==> config.mk <==
export PLATFORM = sky130hd
export DESIGN_NAME = half_duplex_uart_phy_flat
export DESIGN_NICKNAME = d
export VERILOG_FILES = /design/src/rtl/half_duplex_uart_phy_if.sv /design/src/rtl/half_duplex_uart_phy.sv /design/src/flat_wrapper.sv
export SDC_FILE = /design/constraint.sdc
export NUM_CORES = 1
export LEC_CHECK = 0
export ABC_AREA = 0
export CAP_MARGIN = 25
export CELL_PAD_IN_SITES_DETAIL_PLACEMENT = 0
export CELL_PAD_IN_SITES_GLOBAL_PLACEMENT = 1
export CORE_AREA = 2 2 77 79
export CTS_BUF_LIST = sky130_fd_sc_hd__clkbuf_4
export CTS_CLUSTER_SIZE = 24
export DETAILED_ROUTE_END_ITERATION = 8
export DIE_AREA = 0 0 79 81
export DONT_BUFFER_PORTS = 1
export PLACE_DENSITY = 0.7
export SYNTH_ARGS = -nofsm -noshare
export SYNTH_HDL_FRONTEND = slang
export SYNTH_SLANG_ARGS = --single-unit
export TNS_END_PERCENT = 30
==> constraint.sdc <==
create_clock -name clk -period 1.8 [get_ports clk]
set_clock_uncertainty 0.05 [all_clocks]
set_input_delay 0.18 -clock clk [delete_from_list [all_inputs] [get_ports clk]]
set_output_delay 0.18 -clock clk [all_outputs]
set_load 0.01 [all_outputs]
==> src/rtl/half_duplex_uart_phy_if.sv <==
// Bridge-side handshake bundle for the single-wire half-duplex UART PHY.
// The master is the passthrough bridge; the slave is the PHY.
interface half_duplex_uart_phy_if;
  logic       enable;
  logic [7:0] tx_data;
  logic       tx_valid;
  logic       tx_ready;
  logic [7:0] rx_data;
  logic       rx_valid;
  logic       rx_frame_err;
  logic       busy;

  modport master (
    output enable, tx_data, tx_valid,
    input  tx_ready, rx_data, rx_valid, rx_frame_err, busy
  );

  modport slave (
    input  enable, tx_data, tx_valid,
    output tx_ready, rx_data, rx_valid, rx_frame_err, busy
  );
endinterface

==> src/rtl/half_duplex_uart_phy.sv <==
// Single-wire half-duplex 8N1 UART PHY: serialises bridge bytes onto the pad,
// deserialises replies, owns the pad output-enable and the post-TX guard time.
module half_duplex_uart_phy #(
  parameter int unsigned CLK_FREQ_HZ = 72_000_000,
  parameter int unsigned BAUD_RATE   = 115200,
  parameter int unsigned GUARD_BITS  = 1
) (
  input  logic                   clk,
  input  logic                   rst_n,
  half_duplex_uart_phy_if.slave  bus,
  input  logic                   serial_i,
  output logic                   serial_o,
  output logic                   serial_oe
);

  localparam int unsigned CLKS_PER_BIT = CLK_FREQ_HZ / BAUD_RATE;
  localparam int unsigned HALF_BIT     = CLKS_PER_BIT / 2;
  localparam int unsigned CNT_W        = (CLKS_PER_BIT > 1) ? $clog2(CLKS_PER_BIT) : 1;
  localparam logic [CNT_W-1:0] BIT_LAST   = CNT_W'(CLKS_PER_BIT - 1);
  localparam logic [CNT_W-1:0] HALF_LAST  = CNT_W'(HALF_BIT - 1);
  localparam logic [2:0]       GUARD_LAST = 3'(GUARD_BITS - 1);

  typedef enum logic [3:0] {
    IDLE, TX_START, TX_DATA, TX_STOP, TX_GUARD,
    RX_START, RX_DATA, RX_STOP, RX_WAIT_IDLE
  } state_e;

  state_e           state_q, state_d;
  logic [CNT_W-1:0] cnt_q, cnt_d, cnt_next;
  logic [2:0]       idx_q, idx_d;
  logic [7:0]       tx_byte_q, tx_byte_d;
  logic [7:0]       rx_shift_q, rx_shift_d;
  logic [7:0]       rx_data_q, rx_data_d;
  logic             rx_valid_q, rx_valid_d;
  logic             rx_frame_err_q, rx_frame_err_d;
  logic             sync1_q, line_s_q, line_prev_q;
  logic             bit_end, fall, can_accept;

  always_ff @(posedge clk or negedge rst_n) begin
    if (!rst_n) begin
      state_q        <= IDLE;
      cnt_q          <= '0;
      idx_q          <= '0;
      tx_byte_q      <= '0;
      rx_shift_q     <= '0;
      rx_data_q      <= '0;
      rx_valid_q     <= 1'b0;
      rx_frame_err_q <= 1'b0;
      sync1_q        <= 1'b1;
      line_s_q       <= 1'b1;
      line_prev_q    <= 1'b1;
    end else begin
      state_q        <= state_d;
      cnt_q          <= cnt_d;
      idx_q          <= idx_d;
      tx_byte_q      <= tx_byte_d;
      rx_shift_q     <= rx_shift_d;
      rx_data_q      <= rx_data_d;
      rx_valid_q     <= rx_valid_d;
      rx_frame_err_q <= rx_frame_err_d;
      sync1_q        <= serial_i;
      line_s_q       <= sync1_q;
      line_prev_q    <= line_s_q;
    end
  end

  // One bit-time counter and one 3-bit index serve TX bits, guard bits and RX bits.
  always_comb begin
    state_d        = state_q;
    cnt_d          = cnt_q;
    idx_d          = idx_q;
    tx_byte_d      = tx_byte_q;
    rx_shift_d     = rx_shift_q;
    rx_data_d      = rx_data_q;
    rx_valid_d     = 1'b0;
    rx_frame_err_d = 1'b0;
    bit_end        = (cnt_q == BIT_LAST);
    cnt_next       = bit_end ? '0 : cnt_q + CNT_W'(1);

    unique case (state_q)
      IDLE: begin
        cnt_d = '0;
        idx_d = '0;
        if (fall) begin
          state_d = RX_START;
        end else if (bus.tx_valid && can_accept) begin
          tx_byte_d = bus.tx_data;
          state_d   = TX_START;
        end
      end
      TX_START: begin
        cnt_d = cnt_next;
        if (bit_end) begin
          state_d = TX_DATA;
          idx_d   = '0;
        end
      end
      TX_DATA: begin
        cnt_d = cnt_next;
        if (bit_end) begin
          if (idx_q == 3'd7) state_d = TX_STOP;
          else               idx_d   = idx_q + 3'd1;
        end
      end
      TX_STOP: begin
        cnt_d = cnt_next;
        if (bit_end) begin
          idx_d   = '0;
          state_d = (GUARD_BITS == 0) ? IDLE : TX_GUARD;
        end
      end
      TX_GUARD: begin
        cnt_d = cnt_next;
        if (bit_end) begin
          if (idx_q == GUARD_LAST) state_d = IDLE;
          else                     idx_d   = idx_q + 3'd1;
        end
      end
      RX_START: begin
        if (cnt_q == HALF_LAST) begin
          cnt_d   = '0;
          idx_d   = '0;
          state_d = line_s_q ? IDLE : RX_DATA;
        end else begin
          cnt_d = cnt_q + CNT_W'(1);
        end
      end
      RX_DATA: begin
        cnt_d = cnt_next;
        if (bit_end) begin
          rx_shift_d = {line_s_q, rx_shift_q[7:1]};
          if (idx_q == 3'd7) state_d = RX_STOP;
          else               idx_d   = idx_q + 3'd1;
        end
      end
      RX_STOP: begin
        cnt_d = cnt_next;
        if (bit_end) begin
          if (line_s_q) begin
            rx_data_d  = rx_shift_q;
            rx_valid_d = 1'b1;
            state_d    = IDLE;
          end else begin
            rx_frame_err_d = 1'b1;
            state_d        = RX_WAIT_IDLE;
          end
        end
      end
      RX_WAIT_IDLE: begin
        cnt_d = '0;
        if (line_s_q) state_d = IDLE;
      end
      default: state_d = IDLE;
    endcase

    if (!bus.enable) begin
      state_d        = IDLE;
      cnt_d          = '0;
      idx_d          = '0;
      rx_valid_d     = 1'b0;
      rx_frame_err_d = 1'b0;
    end
  end

  always_comb begin
    fall       = line_prev_q & ~line_s_q;
    can_accept = bus.enable && (state_q == IDLE) && line_s_q && !fall;
    serial_oe  = 1'b0;
    serial_o   = 1'b1;
    unique case (state_q)
      TX_START: begin
        serial_oe = 1'b1;
        serial_o  = 1'b0;
      end
      TX_DATA: begin
        serial_oe = 1'b1;
        serial_o  = tx_byte_q[idx_q];
      end
      TX_STOP: serial_oe = 1'b1;
      default: ;
    endcase
    bus.tx_ready     = can_accept;
    bus.busy         = (state_q != IDLE);
    bus.rx_data      = rx_data_q;
    bus.rx_valid     = rx_valid_q;
    bus.rx_frame_err = rx_frame_err_q;
  end

endmodule

==> src/flat_wrapper.sv <==
// flat-port wrapper written by rule: the top's interface ports become plain ports
module half_duplex_uart_phy_flat 
#(
  parameter int unsigned CLK_FREQ_HZ = 72_000_000,
  parameter int unsigned BAUD_RATE   = 115200,
  parameter int unsigned GUARD_BITS  = 1
)
  (clk, rst_n, serial_i, serial_o, serial_oe, bus_enable, bus_tx_data, bus_tx_valid, bus_tx_ready, bus_rx_data, bus_rx_valid, bus_rx_frame_err, bus_busy);
  half_duplex_uart_phy_if bus_i ();
  input  logic clk;
  input  logic rst_n;
  input  logic serial_i;
  output logic serial_o;
  output logic serial_oe;
  input wire logic [$bits(bus_i.enable)-1:0] bus_enable;
  input wire logic [$bits(bus_i.tx_data)-1:0] bus_tx_data;
  input wire logic [$bits(bus_i.tx_valid)-1:0] bus_tx_valid;
  output wire logic [$bits(bus_i.tx_ready)-1:0] bus_tx_ready;
  output wire logic [$bits(bus_i.rx_data)-1:0] bus_rx_data;
  output wire logic [$bits(bus_i.rx_valid)-1:0] bus_rx_valid;
  output wire logic [$bits(bus_i.rx_frame_err)-1:0] bus_rx_frame_err;
  output wire logic [$bits(bus_i.busy)-1:0] bus_busy;
  assign bus_i.enable = bus_enable;
  assign bus_i.tx_data = bus_tx_data;
  assign bus_i.tx_valid = bus_tx_valid;
  assign bus_tx_ready = bus_i.tx_ready;
  assign bus_rx_data = bus_i.rx_data;
  assign bus_rx_valid = bus_i.rx_valid;
  assign bus_rx_frame_err = bus_i.rx_frame_err;
  assign bus_busy = bus_i.busy;
  half_duplex_uart_phy #(.CLK_FREQ_HZ(CLK_FREQ_HZ), .BAUD_RATE(BAUD_RATE), .GUARD_BITS(GUARD_BITS)) u_core (.clk(clk), .rst_n(rst_n), .bus(bus_i), .serial_i(serial_i), .serial_o(serial_o), .serial_oe(serial_oe));
endmodule
==> results of run 1 <==
timing repair:
| item | in CTS | in global routing |
|---|---|---|
| pin swaps | 11 | 4 |
| buffers inserted | 9 | 2 |
| resized for setup | 26 | 29 |
| hold buffers | 12 | 0 |
| endpoints found under the setup margin | 40 | 44 |
| hold endpoints to repair | 62 | 0 |
placed cells by master, fill, tap and decap left out, types with 2 or more instances in the layout:
cell type / Yosys / layout
sky130_fd_sc_hd__a211oi_1: 4 / 4
sky130_fd_sc_hd__a21oi_1: 4 / 3
sky130_fd_sc_hd__a21oi_2: 2 / 3
sky130_fd_sc_hd__and2_1: 2 / 2
sky130_fd_sc_hd__and3_1: 2 / 2
sky130_fd_sc_hd__buf_4: 0 / 40
sky130_fd_sc_hd__buf_6: 0 / 7
sky130_fd_sc_hd__clkbuf_4: 0 / 5
sky130_fd_sc_hd__dfrtp_1: 43 / 42
sky130_fd_sc_hd__dfstp_2: 3 / 3
sky130_fd_sc_hd__dlygate4sd3_1: 0 / 11
sky130_fd_sc_hd__ha_1: 5 / 2
sky130_fd_sc_hd__ha_2: 0 / 3
sky130_fd_sc_hd__inv_1: 12 / 10
sky130_fd_sc_hd__inv_2: 0 / 2
sky130_fd_sc_hd__mux2_2: 25 / 16
sky130_fd_sc_hd__mux2_4: 0 / 9
sky130_fd_sc_hd__mux4_2: 2 / 2
sky130_fd_sc_hd__nand2_1: 15 / 14
sky130_fd_sc_hd__nand2_4: 0 / 2
sky130_fd_sc_hd__nand2b_1: 8 / 7
sky130_fd_sc_hd__nand3_1: 13 / 13
sky130_fd_sc_hd__nor2_1: 11 / 10
sky130_fd_sc_hd__nor2_4: 1 / 2
sky130_fd_sc_hd__nor3_2: 1 / 3
sky130_fd_sc_hd__nor3_4: 1 / 2
sky130_fd_sc_hd__o21ai_0: 15 / 4
sky130_fd_sc_hd__o21ai_1: 0 / 9
sky130_fd_sc_hd__o21ai_2: 1 / 2
sky130_fd_sc_hd__o311ai_2: 0 / 2
sky130_fd_sc_hd__o31ai_1: 4 / 4
state kept, by name, summed over array words and instances (netlist names), 3 cells and up:
name and flops:
u_core.bus.rx_data 8, u_core.cnt_q 10, u_core.idx_q 3, u_core.rx_shift_q 8, u_core.state_q 4, u_core.tx_byte_q 8
synthesized netlist by cell type, types with 5 or more instances:
| master | number | share of area |
|---|---|---|
| sky130_fd_sc_hd__mux2_2 | 25 | 0.12 |
| sky130_fd_sc_hd__o21ai_0 | 15 | 0.031 |
| sky130_fd_sc_hd__nor2_1 | 11 | 0.017 |
| sky130_fd_sc_hd__nand3_1 | 13 | 0.027 |
| sky130_fd_sc_hd__dfrtp_1 | 43 | 0.45 |
| sky130_fd_sc_hd__ha_1 | 5 | 0.026 |
| sky130_fd_sc_hd__inv_1 | 12 | 0.019 |
| sky130_fd_sc_hd__nand2b_1 | 8 | 0.021 |
| sky130_fd_sc_hd__nand2_1 | 15 | 0.023 |
final cells by class:
class,count,area share
timing repair buffer,60,0.165
clock inverter,3,0.00846
inverter,12,0.0138
clock buffer,5,0.0115
multi-input combinational,152,0.417
tap,75,0.0288
sequential,46,0.355
metal layers:
layer	part of all wire	global-route usage	vias up
met4	0.018	0.0724	0
li1	-	-	910
met3	0.030	0.0378	9
met1	0.46	0.236	908
met2	0.49	0.296	37
met5	0	0	-
final timing paths:
check	slack [ns]	startpoint	endpoint	cells after the start
worst max-delay path	-0.26	u_core.idx_q[0]$_DFFE_PN0P_	serial_o	4
worst min-delay path	0.05	bus_tx_valid	u_core.tx_byte_q[4]$_DFFE_PN0P_	2
worst max register to register	-0.14	u_core.cnt_q[1]$_DFFE_PN0P_	u_core.rx_shift_q[7]$_DFFE_PN0P_	8
worst min register to register	0.32	u_core.sync1_q$_DFF_PN1_	u_core.line_s_q$_DFF_PN1_	0
max in group asynchronous	1.17	rst_n	u_core.sync1_q$_DFF_PN1_	2
min in group asynchronous	0.24	rst_n	u_core.cnt_q[6]$_DFFE_PN0P_	2
cells by family (layout without fill, tap and decap cells):
group           Yosys count  after routing  share of synthesized area
flops                    46             46                      0.482
buf+inv                  19             80                     0.0319
compound gates           43             43                      0.126
simple gates             75             75                      0.190
xor+xnor                  1              1                    0.00366
fa+ha+maj                 5              5                     0.0261
mux                      28             28                      0.140
where the power goes:
group	switching [mW]	internal, mW
Clock	0.388	0.168
Sequential	0.0787	1.16
Combinational	0.688	0.725
Total	1.16	2.06
critical path: stages, from the launching register on:
cell and delay [ns]:
sky130_fd_sc_hd__dfrtp_2 0.44, sky130_fd_sc_hd__mux4_2 0.51, sky130_fd_sc_hd__mux2_4 0.29, sky130_fd_sc_hd__o21ai_2 0.13, sky130_fd_sc_hd__nand2_2 0.08
==> flow_results.xml, run 1 <==
<?xml version="1.0" encoding="UTF-8"?>
<metrics>
  <group name="global_route">
    <metric name="via_count_of_the_first_global_routing_pass" unit="">1744</metric>
    <metric name="gr-total-overflow" unit="">0</metric>
    <metric name="number_of_antenna_violations_at_the_first_check_in_global_routing" unit="">0</metric>
    <metric name="first_pass_grt_wire_length" unit="um">8800</metric>
    <metric name="largest_net_degree_at_the_start_of_global_routing" unit="">47</metric>
    <metric name="globalRouteTotalUtil" unit="">0.181</metric>
  </group>
  <group name="sta">
    <metric name="report.final.slew_viol_count" unit="">0</metric>
    <metric name="fmax" unit="MHz">486</metric>
    <metric name="whs" unit="ns">0.0465</metric>
    <metric name="postLayoutSetupSlackWorst" unit="ns">-0.256</metric>
    <metric name="max-slew-margin-rel" unit="">0.684</metric>
    <metric name="fin_tns_setup" unit="ns">-2.74</metric>
    <metric name="rsz0062_at_grt" unit="">yes</metric>
    <metric name="worstMarginPinSlew" unit="ns">0.474</metric>
    <metric name="setup_violations" unit="">28</metric>
    <metric name="finalHoldViolations" unit="">0</metric>
    <metric name="min_period" unit="ns">2.06</metric>
    <metric name="layout_worst_path_cycle_share" unit="">1.14</metric>
  </group>
  <group name="critical_path">
    <metric name="setup.worst_path.end_class" unit="">primary output</metric>
    <metric name="data_required_time_of_the_worst_path" unit="ns">1.57</metric>
    <metric name="timing.critical_path.from_type" unit="">flop</metric>
    <metric name="cp.arrival" unit="ns">1.83</metric>
    <metric name="critical_path_class" unit="">reg2out</metric>
    <metric name="peak_fanout_along_the_critical_path" unit="">3</metric>
  </group>
  <group name="synthesis">
    <metric name="postSynthAreaPerCell" unit="sq um">11.0</metric>
    <metric name="synth-edff-count" unit="">0</metric>
    <metric name="synth_warnings" unit="">0</metric>
    <metric name="synthesis.nets" unit="">235</metric>
    <metric name="syn_area" unit="sq um">2400</metric>
    <metric name="synth_sequential_area_ratio" unit="">0.482</metric>
    <metric name="async_reset_ff_frac" unit="">1.00</metric>
    <metric name="netlist-cell-type-count" unit="">54</metric>
    <metric name="dominantRegCellSynth" unit="">sky130_fd_sc_hd__dfrtp_1</metric>
    <metric name="yosys_register_bits" unit="">46</metric>
    <metric name="postSynthCellCount" unit="">217</metric>
  </group>
  <group name="floorplan">
    <metric name="rows" unit="">28</metric>
    <metric name="fp.dieH" unit="um">81</metric>
    <metric name="boundaryPins" unit="">27</metric>
    <metric name="fp.dieW" unit="um">79</metric>
    <metric name="design.core.area" unit="sq um">5680</metric>
    <metric name="die-area" unit="sq um">6400</metric>
    <metric name="initial_cell_density_of_the_core" unit="">0.422</metric>
  </group>
  <group name="job">
    <metric name="max_cap_viol_count" unit="">0</metric>
  </group>
  <group name="detailed_routing">
    <metric name="route.detailed.vias_per_inst" unit="">5.28</metric>
    <metric name="wire_per_inst" unit="um">15.6</metric>
    <metric name="drc" unit="">0</metric>
    <metric name="vias" unit="">1864</metric>
    <metric name="dr.pass1.iters" unit="">4</metric>
    <metric name="postRouteAntennaNets" unit="">0</metric>
    <metric name="initialDrtViolationCount" unit="">81</metric>
    <metric name="route.final.wire_length" unit="um">5520</metric>
  </group>
  <group name="clock_network">
    <metric name="clkLatencyLatePin" unit="ns">0.37</metric>
    <metric name="cts.sink_count" unit="">46</metric>
    <metric name="tritoncts" unit="">yes</metric>
    <metric name="clock_tree.root_cell" unit="">sky130_fd_sc_hd__clkbuf_4</metric>
    <metric name="numCtsBuffers" unit="">5</metric>
    <metric name="cts_buffer_depth" unit="">2</metric>
    <metric name="h-tree-depth" unit="">2</metric>
    <metric name="clk_transition_reported_paths" unit="ns">0.16</metric>
  </group>
  <group name="pwr">
    <metric name="fin_total_pwr" unit="mW">3.21</metric>
    <metric name="total_leakage_power" unit="nW">1.44</metric>
    <metric name="power.density" unit="nW/um^2">987</metric>
    <metric name="ir_drop_worst_case_vdd" unit="uV">646</metric>
  </group>
  <group name="final_layout">
    <metric name="area_growth" unit="%">35.8</metric>
    <metric name="post_route_cells_drive_above_1_share" unit="">0.450</metric>
    <metric name="fillCellCount" unit="">490</metric>
    <metric name="num-nets-final" unit="">295</metric>
    <metric name="antenna-diode-count" unit="">0</metric>
    <metric name="layout.cell_area.non_filler" unit="sq um">3250</metric>
    <metric name="final_core_util" unit="">0.573</metric>
    <metric name="instances_no_fill" unit="">353</metric>
    <metric name="multi_input_area" unit="sq um">1360</metric>
    <metric name="ff_latch_area" unit="sq um">1160</metric>
  </group>
  <group name="status">
    <metric name="failed_checks" unit="">negative setup slack</metric>
    <metric name="result_of_the_run" unit="">finished with violations</metric>
  </group>
  <group name="placed_design">
    <metric name="final_hpwl_dp" unit="um">3630</metric>
    <metric name="placement.cell_area" unit="sq um">2760</metric>
    <metric name="cell_count_after_placement" unit="">322</metric>
    <metric name="detailedPlace.worstSlack" unit="ns">-0.139</metric>
    <metric name="portBuffers" unit="">0</metric>
    <metric name="final_weighted_congestion_of_routability_driven_global_placement" unit="">0.826</metric>
  </group>
  <group name="min_path">
    <metric name="hold_path_class" unit="">in2reg</metric>
  </group>
</metrics>
(Power assumes the default switching activity.)
==> run 2, diff against run 1 <==
- SKIP_CTS_REPAIR_TIMING: default -> 1
==> run 2 against run 1 <==
Effect of this change: the flow still finishes with violations (negative setup slack); die area unchanged; combinational power grew 7%; non-clock buffer count grew 2; sequential power barely moved; sequential share of layout area is 0.34 points lower; design area grew 1.1%; first-iteration DRC count down 17%; via count increased by 0.86%.
==> flow_results.xml, run 2 (synthesized netlist as in run 1, its figures left out) <==
<?xml version="1.0" encoding="UTF-8"?>
<metrics>
  <group name="status">
    <metric name="result_of_the_run" unit="">finished with violations</metric>
    <metric name="failed_checks" unit="">negative setup slack</metric>
  </group>
  <group name="critical_path">
    <metric name="data_required_time_of_the_worst_path" unit="ns">1.57</metric>
    <metric name="peak_fanout_along_the_critical_path" unit="">5</metric>
    <metric name="timing.critical_path.from_type" unit="">flop</metric>
    <metric name="critical_path_class" unit="">reg2out</metric>
    <metric name="setup.worst_path.end_class" unit="">primary output</metric>
    <metric name="cp.arrival" unit="ns">1.87</metric>
  </group>
  <group name="placed_design">
    <metric name="portBuffers" unit="">0</metric>
    <metric name="final_weighted_congestion_of_routability_driven_global_placement" unit="">0.826</metric>
    <metric name="final_hpwl_dp" unit="um">3630</metric>
    <metric name="detailedPlace.worstSlack" unit="ns">-0.139</metric>
    <metric name="cell_count_after_placement" unit="">322</metric>
  </group>
  <group name="clock_network">
    <metric name="h-tree-depth" unit="">2</metric>
    <metric name="tritoncts" unit="">yes</metric>
    <metric name="numCtsBuffers" unit="">5</metric>
    <metric name="cts_buffer_depth" unit="">2</metric>
    <metric name="clk_transition_reported_paths" unit="ns">0.16</metric>
    <metric name="clkLatencyLatePin" unit="ns">0.38</metric>
    <metric name="cts.sink_count" unit="">46</metric>
    <metric name="clock_tree.root_cell" unit="">sky130_fd_sc_hd__clkbuf_4</metric>
  </group>
  <group name="floorplan">
    <metric name="fp.dieW" unit="um">79</metric>
    <metric name="initial_cell_density_of_the_core" unit="">0.422</metric>
    <metric name="boundaryPins" unit="">27</metric>
    <metric name="die-area" unit="sq um">6400</metric>
    <metric name="design.core.area" unit="sq um">5680</metric>
    <metric name="rows" unit="">28</metric>
    <metric name="fp.dieH" unit="um">81</metric>
  </group>
  <group name="detailed_routing">
    <metric name="drc" unit="">0</metric>
    <metric name="initialDrtViolationCount" unit="">67</metric>
    <metric name="wire_per_inst" unit="um">15.5</metric>
    <metric name="dr.pass1.iters" unit="">4</metric>
    <metric name="route.detailed.vias_per_inst" unit="">5.30</metric>
    <metric name="route.final.wire_length" unit="um">5490</metric>
    <metric name="vias" unit="">1880</metric>
    <metric name="postRouteAntennaNets" unit="">0</metric>
  </group>
  <group name="final_layout">
    <metric name="most_frequent_cells_in_the_layout" unit="">41 x sky130_fd_sc_hd__dfrtp_1, 40 x sky130_fd_sc_hd__buf_4, 25 x sky130_fd_sc_hd__mux2_2, 15 x sky130_fd_sc_hd__nand2_1, 12 x sky130_fd_sc_hd__nand3_1</metric>
    <metric name="largest_register_ff_count" unit="">10</metric>
    <metric name="registers.top_by_ff_count" unit="">u_core.cnt_q</metric>
    <metric name="layout_commonest_cell" unit="">sky130_fd_sc_hd__dfrtp_1</metric>
    <metric name="instances_no_fill" unit="">355</metric>
    <metric name="num-nets-final" unit="">297</metric>
    <metric name="post_route_cells_drive_above_1_share" unit="">0.457</metric>
    <metric name="area_growth" unit="%">37.3</metric>
    <metric name="antenna-diode-count" unit="">0</metric>
  </group>
  <group name="pwr">
    <metric name="ir_drop_worst_case_vdd" unit="uV">628</metric>
    <metric name="power.density" unit="nW/um^2">1010</metric>
    <metric name="total_leakage_power" unit="nW">1.45</metric>
  </group>
  <group name="min_path">
    <metric name="hold_path_class" unit="">in2reg</metric>
  </group>
  <group name="sta">
    <metric name="setup_violations" unit="">27</metric>
    <metric name="rsz0062_at_grt" unit="">yes</metric>
    <metric name="worstMarginPinSlew" unit="ns">0.475</metric>
    <metric name="layout_worst_path_cycle_share" unit="">1.16</metric>
    <metric name="fmax" unit="MHz">477</metric>
    <metric name="max-slew-margin-rel" unit="">0.683</metric>
    <metric name="postLayoutSetupSlackWorst" unit="ns">-0.296</metric>
    <metric name="min_period" unit="ns">2.10</metric>
    <metric name="report.final.slew_viol_count" unit="">0</metric>
    <metric name="finalHoldViolations" unit="">0</metric>
  </group>
  <group name="global_route">
    <metric name="gr-total-overflow" unit="">0</metric>
    <metric name="via_count_of_the_first_global_routing_pass" unit="">1640</metric>
    <metric name="first_pass_grt_wire_length" unit="um">8310</metric>
    <metric name="number_of_antenna_violations_at_the_first_check_in_global_routing" unit="">0</metric>
    <metric name="largest_net_degree_at_the_start_of_global_routing" unit="">47</metric>
    <metric name="globalRouteTotalUtil" unit="">0.169</metric>
  </group>
  <group name="job">
    <metric name="max_cap_viol_count" unit="">0</metric>
  </group>
</metrics>
## run 2: cell types whose count changed in the layout (fill, tap and decap cells not counted), sizes merged
| cell | change |
|---|---|
| buf | +2 |
## run 2: per-stage QoR
step                      area, sq um  TNS (ns)  hold WS [ns]  power (mW)   util
after floorplan                  2420  -0.00234        -0.166        2.00      -
after CTS                        2830     -3.12        -0.600        2.94  0.498
after global routing             3290     -6.33        0.0231        3.51  0.580
after detailed placement         2760     -1.33        -0.163        2.37  0.487
after global placement           2760    -0.799        -0.163        2.37  0.487
final                            3290     -3.33        0.0408        3.32  0.580
## run 2: worst paths after layout
check                           slack, ns                        start                               end  depth (start not counted)
worst max register to register      -0.24  u_core.cnt_q[0]$_DFFE_PN0P_  u_core.rx_shift_q[7]$_DFFE_PN0P_                          8
worst min register to register       0.32     u_core.sync1_q$_DFF_PN1_         u_core.line_s_q$_DFF_PN1_                          0
worst min-delay path                 0.04                 bus_tx_valid   u_core.tx_byte_q[3]$_DFFE_PN0P_                          2
worst max-delay path                -0.30  u_core.idx_q[0]$_DFFE_PN0P_                          serial_o                          4
min in group asynchronous            0.22                        rst_n     u_core.state_q[0]$_DFFE_PN0P_                          2
max in group asynchronous            1.19                        rst_n         u_core.line_s_q$_DFF_PN1_                          2
## run 2: routing by layer
layer / GRT usage / share of wire
met5: 0 / 0
met1: 0.225 / 0.45
met4: 0.0603 / 0.014
met3: 0.0356 / 0.040
met2: 0.276 / 0.50
## run 2: area by class of cell
cell class | instances | area [sq um]
Multi-Input combinational cell | 152 | 1370
Tap cell | 75 | 93.8
Clock inverter | 3 | 27.5
Clock buffer | 5 | 37.5
Fill cell | 495 | 2390
Sequential cell | 46 | 1160
Timing Repair Buffer | 62 | 559
Inverter | 12 | 45.0
## run 2: power breakdown
part	internal (mW)	switching, mW
Combinational	0.773	0.736
Sequential	1.16	0.0805
Clock	0.168	0.395
Total	2.10	1.21
## run 2: worst max-delay path, stage by stage, from the launching register on
cell and delay, ns:
sky130_fd_sc_hd__dfrtp_2 0.46, sky130_fd_sc_hd__mux4_2 0.52, sky130_fd_sc_hd__mux2_2 0.28, sky130_fd_sc_hd__o21ai_1 0.12, sky130_fd_sc_hd__nand2_1 0.11
==> run 3, diff against run 2 <==
- CTS_BUF_LIST: sky130_fd_sc_hd__clkbuf_4 -> sky130_fd_sc_hd__clkbuf_2
==> run 3 against run 2 <==
Effect of this change: the run still ends with negative setup slack left; first-iteration DRC count is 4.5% lower; die area stayed put; sequential power hardly changed; fmax is 3.3% lower; highest routed layer unchanged; combinational power is 8% lower; register-to-register slack better by 0.04 ns; worst setup slack worse by 0.071 ns; utilization is 2.3 points lower; total power is 5.5% lower; sequential share of layout area is 1.4 points higher; flip-flop and latch count stayed put; clock power is 11% lower.
==> flow_results.xml, run 3 (synthesized netlist as in run 1, its figures left out) <==
<?xml version="1.0" encoding="UTF-8"?>
<metrics>
  <group name="clock_network">
    <metric name="cts.sink_count" unit="">46</metric>
    <metric name="h-tree-depth" unit="">2</metric>
    <metric name="numCtsBuffers" unit="">5</metric>
    <metric name="tritoncts" unit="">yes</metric>
    <metric name="clock_tree.root_cell" unit="">sky130_fd_sc_hd__clkbuf_2</metric>
    <metric name="clkLatencyLatePin" unit="ns">0.42</metric>
    <metric name="clk_transition_reported_paths" unit="ns">0.27</metric>
    <metric name="cts_buffer_depth" unit="">2</metric>
  </group>
  <group name="critical_path">
    <metric name="worst_path_dominant_cell_family" unit="">multiplexers</metric>
    <metric name="cell_breakdown_of_the_critical_path" unit="">mux4_2 -&gt; mux2_2 -&gt; o21ai_1 -&gt; nand2_1</metric>
    <metric name="setup.worst_path.end_class" unit="">primary output</metric>
    <metric name="critical_path.n_buffers_inverters" unit="">0</metric>
    <metric name="cp.arrival" unit="ns">1.94</metric>
    <metric name="peak_fanout_along_the_critical_path" unit="">5</metric>
    <metric name="timing.rr.start" unit="">u_core.cnt_q[0]$_DFFE_PN0P_</metric>
    <metric name="r2r_setup_slack" unit="ns">-0.20</metric>
    <metric name="data_required_time_of_the_worst_path" unit="ns">1.57</metric>
    <metric name="reg2regPathDepth" unit="">8</metric>
    <metric name="critical_path.max_stage_delay" unit="ns">0.51</metric>
    <metric name="end_of_the_critical_path" unit="">serial_o</metric>
    <metric name="instance_count_on_the_critical_path" unit="">4</metric>
    <metric name="critical_path_class" unit="">reg2out</metric>
    <metric name="cpMaxStageDelayCell" unit="">sky130_fd_sc_hd__mux4_2</metric>
    <metric name="crit_path_start" unit="">u_core.idx_q[0]$_DFFE_PN0P_</metric>
    <metric name="timing.critical_path.from_type" unit="">flop</metric>
    <metric name="worst_reg2reg_endpoint" unit="">u_core.rx_shift_q[7]$_DFFE_PN0P_</metric>
  </group>
  <group name="job">
    <metric name="max_cap_viol_count" unit="">0</metric>
  </group>
  <group name="global_route">
    <metric name="gr-total-overflow" unit="">0</metric>
    <metric name="layer_with_the_highest_usage" unit="">met2</metric>
    <metric name="globalRouteTotalUtil" unit="">0.168</metric>
    <metric name="first_pass_grt_wire_length" unit="um">8250</metric>
    <metric name="via_count_of_the_first_global_routing_pass" unit="">1629</metric>
    <metric name="global_route.usage.met3" unit="">0.0389</metric>
    <metric name="grtUsageMet2" unit="">0.271</metric>
    <metric name="largest_net_degree_at_the_start_of_global_routing" unit="">47</metric>
    <metric name="gr-usage-met1" unit="">0.226</metric>
    <metric name="number_of_antenna_violations_at_the_first_check_in_global_routing" unit="">0</metric>
  </group>
  <group name="pwr">
    <metric name="internal-power" unit="mW">1.99</metric>
    <metric name="p_comb_frac" unit="">0.443</metric>
    <metric name="power.switching_fraction" unit="">0.364</metric>
    <metric name="p_switching" unit="mW">1.14</metric>
    <metric name="fin_total_pwr" unit="mW">3.14</metric>
    <metric name="seq_power_share" unit="">0.397</metric>
    <metric name="clock_group_share_of_total_power" unit="">0.160</metric>
    <metric name="power.density" unit="nW/um^2">992</metric>
    <metric name="total_leakage_power" unit="nW">1.41</metric>
    <metric name="ir_drop_worst_case_vdd" unit="uV">625</metric>
  </group>
  <group name="placed_design">
    <metric name="detailedPlace.worstSlack" unit="ns">-0.139</metric>
    <metric name="placement.cell_area" unit="sq um">2760</metric>
    <metric name="final_hpwl_dp" unit="um">3630</metric>
    <metric name="final_weighted_congestion_of_routability_driven_global_placement" unit="">0.826</metric>
    <metric name="portBuffers" unit="">0</metric>
  </group>
  <group name="floorplan">
    <metric name="boundaryPins" unit="">27</metric>
    <metric name="fp.dieH" unit="um">81</metric>
    <metric name="initial_cell_density_of_the_core" unit="">0.422</metric>
    <metric name="die-area" unit="sq um">6400</metric>
    <metric name="design.core.area" unit="sq um">5680</metric>
    <metric name="rows" unit="">28</metric>
    <metric name="fp.dieW" unit="um">79</metric>
  </group>
  <group name="final_layout">
    <metric name="final_core_util" unit="">0.557</metric>
    <metric name="area_growth" unit="%">31.9</metric>
    <metric name="largest_register_ff_count" unit="">10</metric>
    <metric name="multi_input_area" unit="sq um">1290</metric>
    <metric name="most_frequent_cells_in_the_layout" unit="">41 x sky130_fd_sc_hd__dfrtp_1, 36 x sky130_fd_sc_hd__buf_4, 25 x sky130_fd_sc_hd__mux2_2, 15 x sky130_fd_sc_hd__nand2_1, 13 x sky130_fd_sc_hd__nand3_1</metric>
    <metric name="registers.top_by_ff_count" unit="">u_core.cnt_q</metric>
    <metric name="post_route_cells_drive_above_1_share" unit="">0.425</metric>
    <metric name="layout_commonest_cell" unit="">sky130_fd_sc_hd__dfrtp_1</metric>
    <metric name="num-nets-final" unit="">292</metric>
    <metric name="ff_latch_area" unit="sq um">1160</metric>
    <metric name="layout.cell_area.non_filler" unit="sq um">3160</metric>
    <metric name="fillCellCount" unit="">511</metric>
    <metric name="antenna-diode-count" unit="">0</metric>
  </group>
  <group name="sta">
    <metric name="finalHoldViolations" unit="">0</metric>
    <metric name="fin_tns_setup" unit="ns">-2.80</metric>
    <metric name="rsz0062_at_grt" unit="">yes</metric>
    <metric name="min_period" unit="ns">2.17</metric>
    <metric name="fmax" unit="MHz">462</metric>
    <metric name="max-slew-margin-rel" unit="">0.695</metric>
    <metric name="postLayoutSetupSlackWorst" unit="ns">-0.367</metric>
    <metric name="worstMarginPinSlew" unit="ns">0.457</metric>
    <metric name="setup_violations" unit="">24</metric>
    <metric name="report.final.slew_viol_count" unit="">0</metric>
    <metric name="layout_worst_path_cycle_share" unit="">1.20</metric>
  </group>
  <group name="detailed_routing">
    <metric name="postRouteAntennaNets" unit="">0</metric>
    <metric name="vias" unit="">1836</metric>
    <metric name="route.final.wire_length" unit="um">5310</metric>
    <metric name="dr.pass1.iters" unit="">4</metric>
    <metric name="drc" unit="">0</metric>
    <metric name="wire_per_inst" unit="um">15.2</metric>
    <metric name="route.detailed.vias_per_inst" unit="">5.25</metric>
    <metric name="initialDrtViolationCount" unit="">64</metric>
  </group>
  <group name="min_path">
    <metric name="hold_path_class" unit="">in2reg</metric>
  </group>
  <group name="status">
    <metric name="result_of_the_run" unit="">finished with violations</metric>
    <metric name="failed_checks" unit="">negative setup slack</metric>
  </group>
</metrics>
-- run 3: stage by stage --
step,hold WS (ns),cells
after CTS,-0.699,330
after floorplan,-0.166,217
final,0.0664,350
after detailed placement,-0.163,322
after global placement,-0.163,322
after global routing,0.0648,350
-- run 3: cell type report --
| class | instances | share of cell area |
|---|---|---|
| Clock buffer | 5 | 0.00792 |
| Clock inverter | 3 | 0.00871 |
| Multi-Input combinational cell | 152 | 0.410 |
| Timing Repair Buffer | 57 | 0.163 |
| Tap cell | 75 | 0.0297 |
| Sequential cell | 46 | 0.366 |
| Inverter | 12 | 0.0143 |
-- run 3: worst min-delay path by stage --
| stage | startpoint | end | cells after the start |
|---|---|---|---|
| 4_1_cts | rst_n | u_core.bus.rx_frame_err$_DFF_PN0_ | 0 |
| 5_1_grt | bus_enable | u_core.state_q[0]$_DFFE_PN0P_ | 2 |
| 3_5_place_dp | rst_n | u_core.cnt_q[6]$_DFFE_PN0P_ | 0 |
| 6_report | bus_enable | u_core.state_q[0]$_DFFE_PN0P_ | 2 |
| 3_3_place_gp | rst_n | u_core.state_q[0]$_DFFE_PN0P_ | 0 |
| 2_1_floorplan | rst_n | u_core.bus.rx_data[0]$_DFFE_PN0P_ | 0 |
-- run 3: layer usage --
layer	vias to the layer above	wire length, um
met5	-	0
met3	4	196
met4	0	24
li1	903	-
met1	899	2480
met2	30	2600
-- run 3: power groups by stage --
stage	Combinational (mW)	Clock, mW	Sequential (mW)
2_1_floorplan	0.753	0	1.24
3_3_place_gp	1.11	0	1.26
3_5_place_dp	1.11	0	1.26
4_1_cts	1.11	0.525	1.24
5_1_grt	1.51	0.565	1.26
6_report	1.39	0.501	1.24
-- run 3: worst register-to-register path, cell delays in order, from the launching register on --
cell and delay [ns]:
sky130_fd_sc_hd__dfrtp_1 0.48, sky130_fd_sc_hd__inv_1 0.08, sky130_fd_sc_hd__ha_2 0.17, sky130_fd_sc_hd__and4bb_1 0.24
sky130_fd_sc_hd__nand3_4 0.12, sky130_fd_sc_hd__buf_4 0.17, sky130_fd_sc_hd__nor3_4 0.16, sky130_fd_sc_hd__buf_12 0.15
sky130_fd_sc_hd__mux2_2 0.32
